==> src/rtl/bcd_to_binary_if.sv <==
// rtl/bcd_to_binary_if.sv - Start/Busy/Done handshake plus digit and result bundle for bcd_to_binary
interface bcd_to_binary_if #(
  parameter int OUT_WIDTH = 10
);
  logic                 Start;
  logic [3:0]           Dig1;
  logic [3:0]           Dig2;
  logic [3:0]           Dig3;
  logic                 Busy;
  logic                 Done;
  logic [OUT_WIDTH-1:0] Binary;
  logic                 Error;

  modport master (
    output Start, Dig1, Dig2, Dig3,
    input  Busy, Done, Binary, Error
  );

  modport slave (
    input  Start, Dig1, Dig2, Dig3,
    output Busy, Done, Binary, Error
  );
endinterface

==> src/rtl/bcd_to_binary.sv <==
// rtl/bcd_to_binary.sv - 3-digit BCD to binary converter, one shared x10 accumulator, 3-cycle conversion
// Optional digit range check: define BCD_TO_BINARY_DIGIT_CHECK_EN.
module bcd_to_binary #(
  parameter int OUT_WIDTH = 10
) (
  input  logic           Clock,
  input  logic           Reset,
  bcd_to_binary_if.slave bus
);

  localparam int ACC_W = 11;

  typedef enum logic {
    IDLE,
    CONV
  } state_t;

  state_t               state_q, state_d;
  logic [1:0]           step_q, step_d;
  logic [ACC_W-1:0]     acc_q, acc_d;
  logic [ACC_W-1:0]     acc_next;
  logic [3:0]           dig1_q, dig1_d;
  logic [3:0]           dig2_q, dig2_d;
  logic [3:0]           dig3_q, dig3_d;
  logic [3:0]           digit_sel;
  logic                 busy_q, busy_d;
  logic                 done_q, done_d;
  logic [OUT_WIDTH-1:0] binary_q, binary_d;
`ifdef BCD_TO_BINARY_DIGIT_CHECK_EN
  logic                 invalid_q, invalid_d;
  logic                 error_q, error_d;
`endif

  // Most significant digit first so the x10 accumulator weights it by 100.
  always_comb begin
    digit_sel = 4'd0;
    case (step_q)
      2'd0:    digit_sel = dig3_q;
      2'd1:    digit_sel = dig2_q;
      2'd2:    digit_sel = dig1_q;
      default: digit_sel = 4'd0;
    endcase
  end

  assign acc_next = (acc_q << 3) + (acc_q << 1) + {{(ACC_W-4){1'b0}}, digit_sel};

  always_comb begin
    state_d  = state_q;
    step_d   = step_q;
    acc_d    = acc_q;
    dig1_d   = dig1_q;
    dig2_d   = dig2_q;
    dig3_d   = dig3_q;
    busy_d   = busy_q;
    done_d   = 1'b0;
    binary_d = binary_q;
`ifdef BCD_TO_BINARY_DIGIT_CHECK_EN
    invalid_d = invalid_q;
    error_d   = error_q;
`endif
    case (state_q)
      IDLE: begin
        if (bus.Start) begin
          dig1_d  = bus.Dig1;
          dig2_d  = bus.Dig2;
          dig3_d  = bus.Dig3;
          acc_d   = '0;
          step_d  = 2'd0;
          busy_d  = 1'b1;
          state_d = CONV;
`ifdef BCD_TO_BINARY_DIGIT_CHECK_EN
          invalid_d = (bus.Dig1 > 4'd9) | (bus.Dig2 > 4'd9) | (bus.Dig3 > 4'd9);
`endif
        end
      end
      CONV: begin
        acc_d = acc_next;
        if (step_q == 2'd2) begin
          done_d  = 1'b1;
          busy_d  = 1'b0;
          state_d = IDLE;
`ifdef BCD_TO_BINARY_DIGIT_CHECK_EN
          binary_d = invalid_q ? '0 : OUT_WIDTH'(acc_next);
          error_d  = invalid_q;
`else
          binary_d = OUT_WIDTH'(acc_next);
`endif
        end else begin
          step_d = step_q + 2'd1;
        end
      end
      default: state_d = IDLE;
    endcase
  end

  always_ff @(posedge Clock) begin
    if (Reset) begin
      state_q  <= IDLE;
      step_q   <= 2'd0;
      acc_q    <= '0;
      dig1_q   <= 4'd0;
      dig2_q   <= 4'd0;
      dig3_q   <= 4'd0;
      busy_q   <= 1'b0;
      done_q   <= 1'b0;
      binary_q <= '0;
`ifdef BCD_TO_BINARY_DIGIT_CHECK_EN
      invalid_q <= 1'b0;
      error_q   <= 1'b0;
`endif
    end else begin
      state_q  <= state_d;
      step_q   <= step_d;
      acc_q    <= acc_d;
      dig1_q   <= dig1_d;
      dig2_q   <= dig2_d;
      dig3_q   <= dig3_d;
      busy_q   <= busy_d;
      done_q   <= done_d;
      binary_q <= binary_d;
`ifdef BCD_TO_BINARY_DIGIT_CHECK_EN
      invalid_q <= invalid_d;
      error_q   <= error_d;
`endif
    end
  end

  assign bus.Busy   = busy_q;
  assign bus.Done   = done_q;
  assign bus.Binary = binary_q;
`ifdef BCD_TO_BINARY_DIGIT_CHECK_EN
  assign bus.Error  = error_q;
`else
  assign bus.Error  = 1'b0;
`endif

endmodule
==> src/flat_wrapper.sv <==
// flat-port wrapper written by rule: the top's interface ports become plain ports
module bcd_to_binary_flat 
#(
  parameter int OUT_WIDTH = 10
)
  (Clock, Reset, bus_Start, bus_Dig1, bus_Dig2, bus_Dig3, bus_Busy, bus_Done, bus_Binary, bus_Error);
  bcd_to_binary_if #(.OUT_WIDTH(OUT_WIDTH)) bus_i ();
  input  logic Clock;
  input  logic Reset;
  input wire logic [$bits(bus_i.Start)-1:0] bus_Start;
  input wire logic [$bits(bus_i.Dig1)-1:0] bus_Dig1;
  input wire logic [$bits(bus_i.Dig2)-1:0] bus_Dig2;
  input wire logic [$bits(bus_i.Dig3)-1:0] bus_Dig3;
  output wire logic [$bits(bus_i.Busy)-1:0] bus_Busy;
  output wire logic [$bits(bus_i.Done)-1:0] bus_Done;
  output wire logic [$bits(bus_i.Binary)-1:0] bus_Binary;
  output wire logic [$bits(bus_i.Error)-1:0] bus_Error;
  assign bus_i.Start = bus_Start;
  assign bus_i.Dig1 = bus_Dig1;
  assign bus_i.Dig2 = bus_Dig2;
  assign bus_i.Dig3 = bus_Dig3;
  assign bus_Busy = bus_i.Busy;
  assign bus_Done = bus_i.Done;
  assign bus_Binary = bus_i.Binary;
  assign bus_Error = bus_i.Error;
  bcd_to_binary #(.OUT_WIDTH(OUT_WIDTH)) u_core (.Clock(Clock), .Reset(Reset), .bus(bus_i));
endmodule
==> config.mk <==
export PLATFORM = sky130hd
export DESIGN_NAME = bcd_to_binary_flat
export DESIGN_NICKNAME = d
export VERILOG_FILES = /design/src/rtl/bcd_to_binary_if.sv /design/src/rtl/bcd_to_binary.sv /design/src/flat_wrapper.sv
export SDC_FILE = /design/constraint.sdc
export NUM_CORES = 1
export LEC_CHECK = 0
export ABC_AREA = 1
export CAP_MARGIN = 40
export CORE_MARGIN = 1.5
export CORE_UTILIZATION = 48
export CTS_CLUSTER_SIZE = 10
export DETAILED_ROUTE_END_ITERATION = 10
export GPL_TIMING_DRIVEN = 0
export PLACE_DENSITY = 0.79
export SYNTH_ARGS = -nofsm -noshare
export SYNTH_HDL_FRONTEND = slang
export SYNTH_SLANG_ARGS = --single-unit
==> constraint.sdc <==
create_clock -name Clock -period 3.45 [get_ports Clock]
set_clock_uncertainty 0.2 [all_clocks]
set_input_delay 0.345 -clock Clock [delete_from_list [all_inputs] [get_ports Clock]]
set_output_delay 0.345 -clock Clock [all_outputs]
set_load 0.05 [all_outputs]
# --- Word level (Yosys, flattened, before mapping) ---
# Index checks and enable logic that the tools add are counted.
classes:
  n_eq_ne: 5
  n_reduce_logical: 6
  n_mux: 13
  n_addsub: 3
  bitwise_logic: 1
op_table:
  columns: ["cell", "n"]
  rows:
  - ["$pmux 9 s2", 1]
  - ["$pmux 4 s3", 1]
  - ["$add 10x10->10", 1]
  - ["$add 10x4->10", 1]
  - ["$mux 9", 1]
  - ["$reduce_and 2->1", 4]
  - ["$ne 2x2->1 const B", 3]
  - ["$mux 1", 5]
  - ["$mux 2", 2]
  - ["$pmux 1 s2", 2]
  - ["$pmux 2 s2", 1]
  - ["$add 2x1->2 const B", 1]
  - ["$eq 2x1->1 const B", 1]
  - ["$eq 2x2->1 const B", 1]
  - ["$logic_not 2->1", 1]
  - ["$reduce_or 2->1", 1]
  - ["$not 1->1", 1]
word_totals:
  wordCells: 37
  input_bits: 15
  regBits: 36

# --- Depth between registers and ports, before layout ---
depth:
  depth_word: 4
  mapped_depth: 17

# --- Worst setup path after synthesis ---
# OpenSTA, ideal clock, no wires.
synth_timing:
  path_kind: "reg2reg"
  start: "reg u_core.step_q[0]"
  end: "reg u_core.acc_q[6]"
  arrival_time_ns: 2.329
  synth_period_minus_slack_ns: 2.661
  path_slack_ns: 0.789
  setup_time_ns: 0.132
  path_stages_with_launch: 14
  path_buffers: 0
  path_cell_list: "dfxtp_1 -> inv_1 -> ha_1 -> nand2_1 -> nand3_1 -> nand2_1 -> fa_1 -> inv_1 -> fa_1 -> nand3_1 -> nand2_1 -> or2_2 -> nand3_1 -> a21oi_1"
synth_between:
  elab_chain_cells: 4
  word_cells_on_any_way: 6
  classes_between: "add/sub: 1; eq/ne: 2; mux: 2; reduce/logical: 1"
synth_rtl:
  columns: ["item", "line", "text"]
  rows:
  - ["from (decl)", "bcd_to_binary.sv:19", "logic [1:0] step_q, step_d;"]
  - ["from (signal assigned)", "bcd_to_binary.sv:113", "step_q <= step_d;"]
  - ["$eq 2x2->1 (tied with other cells)", "bcd_to_binary.sv:37", "case (step_q)"]
  - ["$pmux 4 s3 *", "bcd_to_binary.sv:37", null]
  - ["$add 10x4->10 *", "bcd_to_binary.sv:45", "assign acc_next = (acc_q << 3) + (acc_q << 1) + {{(ACC_W-4){1'b0}}, digit_sel};"]
  - ["$pmux 9 s2 *", "bcd_to_binary.sv:61", "case (state_q)"]
  - ["to (signal assigned)", "bcd_to_binary.sv:100", "acc_q <= '0;"]
  - ["to (signal assigned)", "bcd_to_binary.sv:114", "acc_q <= acc_d;"]
  - ["to (decl)", "bcd_to_binary.sv:20", "logic [ACC_W-1:0] acc_q, acc_d;"]
# Every way passes the cells marked *; elsewhere a longest branch is shown, timed or not.
# A chain may end at the register's enable or synchronous reset.

# --- Worst setup path after layout ---
# Same ends and word-level chain as after synthesis.

==> results.sh <==
export IMPL_htree_levels=2
export IMPL_ant_nets=0
export IMPL_vias=1643
export IMPL_grt_setup_unrepaired="false"
export IMPL_routed_wl_mm=3.815
export IMPL_postCtsHoldBufs=0
export IMPL_r2r_end="u_core.acc_q[6]"
export IMPL_drv_slew=0
export IMPL_drt_iter0_markers=65
export IMPL_cts_tree="yes"
export IMPL_root_buffer="clkbuf_8"
export IMPL_path_max_fanout=6
export IMPL_worstSetupStartpointType="flip-flop"
export IMPL_clkLatencyLatePin_ns=0.29
export IMPL_cts_buffers=5
export IMPL_cp_startpoint="u_core.step_q[0]"
export IMPL_ys_seq_area_share_pct=37.92
export IMPL_drive_above_1_share_pct=8.834
export IMPL_power_leakage_uw=0.001098
export IMPL_postSynthAreaPerCell_sq_um=7.572
export IMPL_arrival_ns=2.92
export IMPL_cap_violations=0
export IMPL_place_gp_congestion=0.8713
export IMPL_clkTransAtPathRegs_ns=0.07
export IMPL_clockBufferDepth=2
export IMPL_ys_ff_latch=36
export IMPL_core_sq_um=3744
export IMPL_io_buffer_count=25
export IMPL_yosys_warnings=0
export IMPL_period_needed_ns=2.952
export IMPL_numClockSinks=36
export IMPL_worst_pin_slew_ns=0.5059
export IMPL_die_h_microns=65.93
export IMPL_tns_ns=0
export IMPL_pin_count=28
export IMPL_whs_ns=0.1432
export IMPL_grt_first_pass_wirelength_mm=6.969
export IMPL_crit_path_end="u_core.acc_q[6]"
export IMPL_fmax_ghz=0.3387
export IMPL_wl_per_cell_microns=11.53
export IMPL_place_hpwl_mm=2.969
export IMPL_setup_viol=0
export IMPL_relSlewSlack_pct=66.16
export IMPL_grt_max_degree=11
export IMPL_synth_fp_nets=286
export IMPL_netlist_instances=251
export IMPL_dieWidth_microns=65.93
export IMPL_cp_required_ns=3.41
export IMPL_routed_via_density=4.964
export IMPL_hold_class="in -> reg"
export IMPL_first_pass_iters=4
export IMPL_hold_viol_final=0
export IMPL_r2r_cells=13
export IMPL_synth_distinct_cells=29
export IMPL_r2r_start="u_core.step_q[0]"
export IMPL_diodes=0
export IMPL_postCtsSetupRepairBufs=0
export IMPL_num_fill_cells=344
export IMPL_num_rows=22
export IMPL_grt_overflow_total=0
export IMPL_fin_crit_sh_pct=85.57
export IMPL_status="finished, final reports clean"
export IMPL_vdd_drop_max_mv=0.2855
export IMPL_start_util_pct=50.77
export IMPL_syn_area_sq_um=1901
export IMPL_area_growth_pct=21.40
export IMPL_p_per_area_nw_per_um2=392.1
export IMPL_dieArea_sq_um=4346
export IMPL_cts_resized=0
export IMPL_path_class="reg -> reg"
export IMPL_drc=0
export IMPL_grt_pass1_vias=1604
export IMPL_track_usage_pct=20.74
export IMPL_crit_path_end_kind="flip-flop"
export IMPL_ff2ff_setup_slack_ns=0.50
export IMPL_grt_antenna_before_repair=0
export IMPL_nNetsFinal=318
-- where the power goes --
part | internal, uW | total [uW] | switching (uW)
Sequential | 434 | 447 | 12.6
Clock | 178 | 322 | 144
Combinational | 56.4 | 136 | 79.2
Total | 668 | 905 | 236
-- cell families (layout without fill, tap and decap cells) --
logic type / count (synthesis) / after routing / share of synthesized area, %
simple gates: 127 / 127 / 29.36
xor+xnor: 3 / 3 / 1.383
other cells: 1 / 1 / 0.1973
compound gates: 33 / 33 / 10.01
fa+ha+maj: 20 / 20 / 13.96
flops: 36 / 36 / 37.92
buf+inv: 31 / 63 / 7.176
-- stage by stage --
stage	utilization [%]	cell area (sq um)	total power [uW]	instances	setup slack, ns
final	61.63	2307	904.6	331	0.4977
after global routing	61.63	2307	951.7	331	0.2704
after CTS	61.63	2307	910.2	331	0.4783
after detailed placement	59.06	2211	589.2	324	0.5093
after global placement	59.06	2211	585.7	324	0.5514
after floorplan	-	1901	546.1	251	0.7887
-- critical path, stage by stage (launching register included) --
cell and delay [ns]:
dfxtp_1 0.35, inv_1 0.10, ha_1 0.30, nand2_1 0.08, nand3_1 0.08, nand2_1 0.08
fa_1 0.49, inv_1 0.07, fa_1 0.48, nand3_1 0.11, nand2_1 0.07, or2_2 0.28
nand3_1 0.08, a21oi_1 0.06
-- sequential cells by signal, indices dropped and copies added (netlist names) --
register           cells
u_core.bus.Done        1
u_core.dig2_q          4
u_core.acc_q           9
u_core.bus.Binary     10
u_core.step_q          2
u_core.bus.Busy        1
u_core.dig1_q          4
u_core.state_q         1
u_core.dig3_q          4
-- worst min path at each step --
stage / start / endpoint / cells past startpoint
2_1_floorplan: u_core.acc_q[7] / u_core.acc_q[7] / 2
3_3_place_gp: u_core.bus.Binary[6] / u_core.bus.Binary[6] / 2
3_5_place_dp: u_core.bus.Binary[6] / u_core.bus.Binary[6] / 2
4_1_cts: Reset / u_core.bus.Binary[4] / 2
5_1_grt: Reset / u_core.acc_q[0] / 2
6_report: Reset / u_core.bus.Binary[4] / 2
-- Yosys cell counts --
cell type	n	area (sq um)
a21o_1	1	7.510
a21oi_1	13	65.06
a21oi_2	1	8.760
a22o_1	3	26.28
a32o_1	1	10.01
buf_2	2	10.01
buf_4	2	15.01
clkbuf_1	2	7.510
clkbuf_8	1	13.76
conb_1	1	3.750
dfxtp_1	36	720.7
fa_1	2	40.04
ha_1	18	225.2
inv_1	21	78.83
inv_2	3	11.26
nand2_1	65	244.0
nand2_2	4	25.02
nand3_1	19	95.09
nand4_1	1	6.260
nand4_2	1	12.51
nor2_1	32	120.1
nor2_4	2	22.52
nor2_8	1	20.02
o21a_1	1	7.510
o21ai_0	13	65.06
or2_1	1	6.260
or2_2	1	6.260
xnor2_1	1	8.760
xor2_1	2	17.52
-- cells in the final DEF (no fill, tap or decap), types with 3 or more instances in the layout --
| cell | n |
|---|---|
| dfxtp_1 | 36 |
| clkbuf_8 | 8 |
| clkdlybuf4s50_1 | 25 |
| a22o_1 | 3 |
| o21ai_0 | 13 |
| a21oi_1 | 13 |
| nor2_1 | 32 |
| inv_2 | 3 |
| inv_1 | 21 |
| nand2_2 | 4 |
| ha_1 | 18 |
| nand3_1 | 19 |
| nand2_1 | 65 |
-- per-layer routing --
layer	global-route usage, %	vias up	wire length, microns
met4	7.813	0	57
met1	25.37	731	1749
met5	0	-	0
li1	-	864	-
met2	34.72	41	1823
met3	5.451	7	185
-- cell type report --
cell class	instances	area (sq um)	area share [%]
Timing Repair Buffer	25	250.2	10.85
Sequential cell	36	720.7	31.24
Clock buffer	7	96.34	4.176
Inverter	24	90.09	3.905
Buffer	7	46.29	2.007
Multi-Input combinational cell	184	1044	45.23
Tap cell	48	60.06	2.603
Note: power is estimated with default switching activity, not from simulation.
